`src/rtl/cga_hdmi_seq.sv`:
```
// rtl/cga_hdmi_seq.sv - CGA-to-HDMI frame-lock sequencer gating video until line count is stable
// Optional hsync watchdog is built in when CGA_HDMI_SEQ_WATCHDOG_EN is defined.

module cga_hdmi_seq #(
    parameter int SETTLE_FRAMES = 2,
    parameter int HS_TIMEOUT    = 2047
) (
    input  logic       clk,
    input  logic       reset_n,
    input  logic [3:0] video_in,
    input  logic       de_in,
    input  logic       hsync_in,
    input  logic       vsync_in,
    output logic [3:0] video_out,
    output logic       de_out,
    output logic       hsync_out,
    output logic       vsync_out,
    output logic       locked,
    output logic [9:0] lines_per_frame
);
    typedef enum logic [1:0] {BLANK = 2'd0, SETTLE = 2'd1, ACTIVE = 2'd2} state_t;

    localparam logic [3:0] SETTLE_TARGET = 4'(SETTLE_FRAMES);
    localparam logic [9:0] LINE_MAX      = 10'd1023;

    state_t     state, state_next;
    logic       hs_prev, vs_prev;
    logic       hs_rise, vs_rise, expire, active_now;
    logic [9:0] line_cnt, line_cnt_next;
    logic [9:0] prev_lines, prev_lines_next;
    logic [9:0] lpf_next;
    logic [3:0] settle_cnt, settle_cnt_next;

    assign hs_rise    = hsync_in & ~hs_prev;
    assign vs_rise    = vsync_in & ~vs_prev;
    assign active_now = (state == ACTIVE);
    assign locked     = active_now;

`ifdef CGA_HDMI_SEQ_WATCHDOG_EN
    localparam logic [10:0] HS_LIMIT = 11'(HS_TIMEOUT);
    logic [10:0] hs_timer;

    // Timer parks at the limit so a lost hsync expires exactly once.
    assign expire = !hs_rise && (hs_timer + 11'd1 == HS_LIMIT);

    always_ff @(posedge clk or negedge reset_n) begin
        if (!reset_n)
            hs_timer <= '0;
        else if (hs_rise)
            hs_timer <= '0;
        else if (hs_timer != HS_LIMIT)
            hs_timer <= hs_timer + 11'd1;
    end
`else
    assign expire = 1'b0;
`endif

    always_comb begin
        state_next      = state;
        settle_cnt_next = settle_cnt;
        prev_lines_next = prev_lines;
        lpf_next        = lines_per_frame;
        line_cnt_next   = line_cnt;
        if (hs_rise && line_cnt != LINE_MAX)
            line_cnt_next = line_cnt + 10'd1;

        if (expire) begin
            state_next = BLANK;
        end else if (vs_rise) begin
            // An hsync coinciding with vsync is line 1 of the new frame.
            line_cnt_next = {9'd0, hs_rise};
            case (state)
                BLANK: begin
                    state_next      = SETTLE;
                    settle_cnt_next = '0;
                    prev_lines_next = '0;
                end
                SETTLE: begin
                    prev_lines_next = line_cnt;
                    lpf_next        = line_cnt;
                    if (line_cnt == prev_lines) begin
                        settle_cnt_next = settle_cnt + 4'd1;
                        if (settle_cnt + 4'd1 >= SETTLE_TARGET)
                            state_next = ACTIVE;
                    end else begin
                        settle_cnt_next = '0;
                    end
                end
                ACTIVE: begin
                    lpf_next = line_cnt;
                    if (line_cnt != prev_lines) begin
                        state_next      = SETTLE;
                        settle_cnt_next = '0;
                        prev_lines_next = line_cnt;
                    end
                end
                default: state_next = BLANK;
            endcase
        end
    end

    always_ff @(posedge clk or negedge reset_n) begin
        if (!reset_n) begin
            state           <= BLANK;
            hs_prev         <= 1'b0;
            vs_prev         <= 1'b0;
            line_cnt        <= '0;
            settle_cnt      <= '0;
            prev_lines      <= '0;
            lines_per_frame <= '0;
            video_out       <= 4'h0;
            de_out          <= 1'b0;
            hsync_out       <= 1'b0;
            vsync_out       <= 1'b0;
        end else begin
            state           <= state_next;
            hs_prev         <= hsync_in;
            vs_prev         <= vsync_in;
            line_cnt        <= line_cnt_next;
            settle_cnt      <= settle_cnt_next;
            prev_lines      <= prev_lines_next;
            lines_per_frame <= lpf_next;
            // Gate with the state in force while the pixel is sampled.
            de_out          <= de_in & active_now;
            video_out       <= (de_in && active_now) ? video_in : 4'h0;
            hsync_out       <= hsync_in;
            vsync_out       <= vsync_in;
        end
    end
endmodule
```
`config.mk`:
```
export PLATFORM = sky130hd
export DESIGN_NAME = cga_hdmi_seq
export DESIGN_NICKNAME = d
export VERILOG_FILES = /design/src/rtl/cga_hdmi_seq.sv
export SDC_FILE = /design/constraint.sdc
export NUM_CORES = 1
export LEC_CHECK = 0
export ABC_CLOCK_PERIOD_IN_PS = 1900
export CORE_AREA = 2 2 69 71
export CTS_CLUSTER_SIZE = 12
export DETAILED_ROUTE_END_ITERATION = 16
export DIE_AREA = 0 0 71 73
export GPL_TIMING_DRIVEN = 0
export PLACE_DENSITY = 0.83
export SLEW_MARGIN = 20
export SYNTH_ARGS = -nofsm -noshare
export SYNTH_HDL_FRONTEND = slang
export SYNTH_SLANG_ARGS = --single-unit
```
`constraint.sdc`:
```
create_clock -name clk -period 1.9 [get_ports clk]
set_clock_uncertainty 0.1 [all_clocks]
set_input_delay 0.38 -clock clk [delete_from_list [all_inputs] [get_ports clk]]
set_output_delay 0.38 -clock clk [all_outputs]
set_load 0.02 [all_outputs]
```
; Word-level counts from Yosys, hierarchy flattened
; Cells that the tools add are included.
[totals]
regBits = 43
output_inout_bits = 18
latch_bits = 0
n_memories = 0
wordCells = 46
inputBits = 9
ramBits = 0
rom_bits = 0
[op_classes]
shifts = 0
bitwise = 5
magnitude_cmp = 1
n_eq_ne = 8
n_div = 0
muxes = 12
n_mul = 0
n_reduce_logical = 9
addsub = 2
[ops]
columns = op, count
row1 = $mux W10, 3
row2 = $pmux W10 S3, 1
row3 = $mux W4, 3
row4 = $pmux W4 S3, 1
row5 = $add A10 B1 Y10 const B, 1
row6 = $eq A10 B10 Y1, 1
row7 = $ne A10 B10 Y1, 1
row8 = $ne A10 B10 Y1 const B, 1
row9 = $mux W2, 3
row10 = $pmux W2 S3, 1
row11 = $add A4 B1 Y4 const B, 1
row12 = $ge A4 B2 Y1 const B, 1
row13 = $ne A2 B2 Y1 const B, 2
row14 = $reduce_and A4 Y1, 1
row15 = $and A1 B1 Y1, 3
row16 = $reduce_and A3 Y1, 1
row17 = $reduce_bool A3 Y1, 1
row18 = $eq A2 B1 Y1 const B, 1
row19 = $eq A2 B2 Y1 const B, 1
row20 = $logic_and A1 B1 Y1, 2
row21 = $logic_not A2 Y1, 1
row22 = $ne A2 B1 Y1 const B, 1
row23 = $not A1 Y1, 2
row24 = $reduce_and A2 Y1, 1
row25 = other kinds (2), 2

; Logic depth before layout (Yosys ltp)
[logic_depth]
ltp_word = 5
mapped_depth = 9
mapped_depth_nobuf = 7

; Least setup slack after synthesis
; OpenSTA, ideal clock, no wires.
[synth_timing]
path_kind = register to register
start = register state[0]
end = register prev_lines[0]
setup_slack_ns = -0.080
path_stages_with_launch = 9
setup_ns = 0.127
arrival_time_ns = 1.752
path_buffers = 2
synth_period_minus_slack_ns = 1.980
t_required_ns = 1.673
cell_sequence = dfrtp_1 inv_1 ha_1 inv_1 nor4_2 or3_1 buf_2 buf_2 o21ai_0
[synth_via]
elab_chain_cells = 3
elab_cells_between_ends = 7
cone_classes = 3 x eq/ne / 1 x mux / 3 x reduce/logical
[synth_lines]
columns = element, line_no
row1 = start: declaration, 26  ; state_t state, state_next;
row2 = start signal: assignment, 116  ; state <= state_next;
row3 = $eq A2 B2 Y1 (*), -
row4 = net locked, 18  ; output logic locked,
row5 = $ne A2 B1 Y1 (no source line) or $reduce_bool A3 Y1 (tied branches), -
row6 = $reduce_and A3 Y1 (no source line), -
row7 = end signal: assignment, 121  ; prev_lines <= prev_lines_next;
row8 = end: declaration, 30  ; logic [9:0] prev_lines, prev_lines_next;
; The timed path passes the listed nets; every way through them passes the cells marked *.
; A chain may end at the register's enable or synchronous reset.

; Worst setup path after layout
[layout_timing]
start = register line_cnt[5]
end = register state[0]
[layout_via]
elab_chain_cells = 3
elab_cells_between_ends = 5
cone_classes = 4 x eq/ne / 1 x reduce/logical
[layout_lines]
columns = element, line_no
row1 = start: declaration, 29  ; logic [9:0] line_cnt, line_cnt_next;
row2 = start signal: assignment, 119  ; line_cnt <= line_cnt_next;
row3 = $eq A10 B10 Y1 or $ne A10 B10 Y1 (tied branches), "81, 91"
row4 = $ne A2 B2 Y1 (no source line) or $ne A2 B1 Y1 (tied branches), -
row5 = $reduce_and A4 Y1 (no source line) (*), -
; Mark *: on every way between the ends. The rest lies on a longest branch, timed or not.

==> impl_metrics.sql <==
INSERT INTO impl_metrics (metric_group, metric, value, unit) VALUES
('status', 'run_status', 'finished with violations', ''),
('status', 'failing_checks', 'setup timing', ''),
('worst_setup_path', 'crit_path_end_kind', 'flop', ''),
('floorplanning', 'floorplan.initialDensity', '45.49', '%'),
('sta', 'final_hold_viol_count', '0', ''),
('route', 'violation_count_after_the_first_detailed_route_iteration', '91', ''),
('power', 'power.sequential.fraction', '40.5', '%'),
('power', 'power-per-cell-area', '971.5', 'nW/µm²'),
('finish', 'layout_common_cells', 'sky130_fd_sc_hd__dfrtp_1 (36), sky130_fd_sc_hd__nand2_1 (29), sky130_fd_sc_hd__clkdlybuf4s50_1 (24)', ''),
('yosys', 'yosys.area.top_type', 'sky130_fd_sc_hd__dfrtp_1', ''),
('finish', 'final-seq-area', '1085', 'µm²'),
('floorplanning', 'die_w', '71', 'µm'),
('worst_setup_path', 'cp_slowest_cell', 'sky130_fd_sc_hd__dfrtp_2', ''),
('worst_setup_path', 'regToRegEndpoint', 'state[0]', ''),
('yosys', 'synth_area', '2063', 'µm²'),
('finish', 'layout.nets', '265', ''),
('worst_setup_path', 'crit_family', 'simple AND/OR/NAND/NOR gates', ''),
('job', 'cap_violations', '0', ''),
('power', 'irDropWorstVdd', '586.8', 'µV'),
('finish', 'postLayoutCellArea', '2798', 'µm²'),
('sta', 'timing.final.crit_period', '1.944', 'ns'),
('place', 'place_hpwl', '2827', 'µm'),
('global_route', 'pin_count_of_the_biggest_net_entering_global_routing', '28', ''),
('finish', 'fillerInstances', '362', ''),
('finish', 'multi_input_comb_area', '1015', 'µm²'),
('worst_setup_path', 'slowest_delay', '0.46', 'ns'),
('route', 'detail_route.wl_per_cell', '15.04', 'µm'),
('yosys', 'synthesis.yosys.warnings', '0', ''),
('power', 'part_of_the_power_in_the_clock_network', '26.8', '%'),
('power', 'p_leak', '1.231', 'nW'),
('clocking', 'clock_tree.buffer_depth', '2', ''),
('floorplanning', 'die_height', '73', 'µm'),
('global_route', 'initial_antenna_violation_count', '0', ''),
('yosys', 'synth_area_per_cell', '10.37', 'µm²'),
('route', 'firstDrtPassIters', '4', ''),
('sta', 'setup_repair_after_global_routing_missed_its_margin', 'yes', ''),
('worst_setup_path', 'worst-setup-path-type', 'reg2reg', ''),
('power', 'switchingPower', '903.2', 'µW'),
('place', 'dpl_cell_area', '2409', 'µm²'),
('clocking', 'worst_setup_hold_path_clk_slew', '0.09', 'ns'),
('global_route', 'grt_pass1_wl', '7320', 'µm'),
('sta', 'final_min_period_over_clock_period', '102.3', '%'),
('floorplanning', 'rows', '25', ''),
('hold_path', 'holdPathStages', '2', ''),
('yosys', 'syn_inst', '199', ''),
('global_route', 'track_usage', '18.36', '%'),
('route', 'detailroute.via_count', '1635', ''),
('route', 'drtAntennaViolNets', '0', ''),
('sta', 'worst_slew_pin_slew', '0.4083', 'ns'),
('floorplanning', 'pin_count', '27', ''),
('sta', 'timing.final.setup_violations', '10', ''),
('hold_path', 'worstHoldEndpoint', 'prev_lines[1]', ''),
('worst_setup_path', 'cp_num_buf_inv', '1', ''),
('sta', 'max_slew_margin', '72.78', '%'),
('worst_setup_path', 'setup_slack_of_the_worst_register_to_register_path', '-0.04', 'ns'),
('route', 'avg_vias_per_cell', '5.378', ''),
('finish', 'final_core_utilization', '61.68', '%'),
('power', 'power_frac_comb', '32.7', '%'),
('floorplanning', 'design.die.area', '5183', 'µm²'),
('sta', 'fin_ws', '-0.04420', 'ns'),
('power', 'intPower', '1.815', 'mW'),
('worst_setup_path', 'cp.required', '2.03', 'ns'),
('global_route', 'grt_busiest_layer', 'met2', ''),
('yosys', 'netlist_top_cells_area', 'sky130_fd_sc_hd__dfrtp_1 (52%), sky130_fd_sc_hd__nand2_1 (5.8%), sky130_fd_sc_hd__xnor2_1 (5.5%)', ''),
('global_route', 'globalRouteMet3Util', '4.420', '%'),
('worst_setup_path', 'r2r.worst_path.cells', '7', ''),
('finish', 'area.growth.synth_to_final', '35.60', '%'),
('global_route', 'grt.met1_usage', '22.07', '%'),
('worst_setup_path', 'worstPathArrival', '2.07', 'ns'),
('yosys', 'seq_area_frac_synth', '52.15', '%'),
('hold_path', 'holdCritStartpoint', 'prev_lines[1]', '');
[repair_timing]
item	4_1_cts	5_1_grt
gates cloned	0	1
setup endpoints to repair	31	32
endpoints found under the hold margin	16	0
pin swaps	7	9
resized for setup	20	24
setup buffers	8	10
hold buffers	1	0
[kinds of logic after synthesis]
group,synth area share (%)
buffers and inverters,4.245
flip-flops,52.15
AO/OA/AOI/OAI,7.945
AND/OR/NAND/NOR,18.25
adder cells (fa/ha/maj),4.245
XOR/XNOR,7.216
multiplexers,5.943
[area by class of cell]
type	count	area share [%]
Tap cell	54	2.415
Clock inverter	3	1.565
Inverter	4	0.5367
Sequential cell	43	38.77
Multi-Input combinational cell	140	36.27
Buffer	8	2.952
Clock buffer	5	2.460
Timing Repair Buffer	47	15.03
[synth_stat cells (2+ instances only)]
cell type	number
sky130_fd_sc_hd__clkbuf_1	2
sky130_fd_sc_hd__nand4_1	5
sky130_fd_sc_hd__clkbuf_2	2
sky130_fd_sc_hd__xnor2_1	13
sky130_fd_sc_hd__nand3_1	5
sky130_fd_sc_hd__ha_1	7
sky130_fd_sc_hd__dfrtp_1	43
sky130_fd_sc_hd__buf_6	2
sky130_fd_sc_hd__nor2_1	9
sky130_fd_sc_hd__o21ai_1	2
sky130_fd_sc_hd__and2_1	2
sky130_fd_sc_hd__a21oi_1	6
sky130_fd_sc_hd__and3_1	5
sky130_fd_sc_hd__nand2b_1	4
sky130_fd_sc_hd__nand2_1	32
sky130_fd_sc_hd__o21ai_0	14
sky130_fd_sc_hd__or3_1	3
sky130_fd_sc_hd__nor3_1	4
sky130_fd_sc_hd__mux2_2	10
sky130_fd_sc_hd__inv_1	4
sky130_fd_sc_hd__xor2_1	4
sky130_fd_sc_hd__buf_2	5
[layer usage]
layer  wire, µm  vias to the layer above
met5          0                        -
met4        115                        0
met3        266                       15
met2       2321                       53
met1       1869                      791
li1           -                      776
[worst max path at each step]
stage	from	depth (start not counted)	to	slack, ns
2_1_floorplan	state[0]	8	prev_lines[0]	0.01
3_3_place_gp	reset_n	1	lines_per_frame[7]	-0.77
3_5_place_dp	vsync_in	5	lines_per_frame[2]	-0.65
4_1_cts	line_cnt[0]	8	settle_cnt[0]	0.0009
5_1_grt	line_cnt[5]	7	settle_cnt[2]	-0.16
6_report	line_cnt[5]	7	state[0]	-0.04
[state kept, by name (all words and copies together) (netlist names)]
register and count:
hs_prev 1, video_out 4, vs_prev 1, de_out 1, state 2, settle_cnt 4
prev_lines 10, lines_per_frame 10, line_cnt 10
[through the flow]
step                      instances  setup WS [ns]  total power, mW  hold slack (ns)
final                           304       -0.04420            2.718           0.4119
after global routing            304        -0.1621            2.858           0.4286
after CTS                       293      0.0009370            2.592           0.4138
after detailed placement        280        -0.6511            1.772           0.2344
after floorplan                 199        0.01220            1.550         -0.01559
after global placement          279        -0.7745            1.747           0.3835
[tightest hold or removal path, cell delays in order (launching register included)]
cell,delay (ns)
sky130_fd_sc_hd__dfrtp_1,0.36
sky130_fd_sc_hd__nand2_1,0.06
sky130_fd_sc_hd__o21ai_0,0.06
[power by group through the flow]
stage / Sequential [mW] / Combinational, mW / Clock (mW)
finish: 1.10 / 0.889 / 0.729
global placement: 1.10 / 0.646 / 0
detailed placement: 1.11 / 0.662 / 0
global route: 1.11 / 0.973 / 0.770
CTS: 1.09 / 0.756 / 0.741
floorplan: 1.13 / 0.422 / 0
Power figures use the tool's default switching activity.
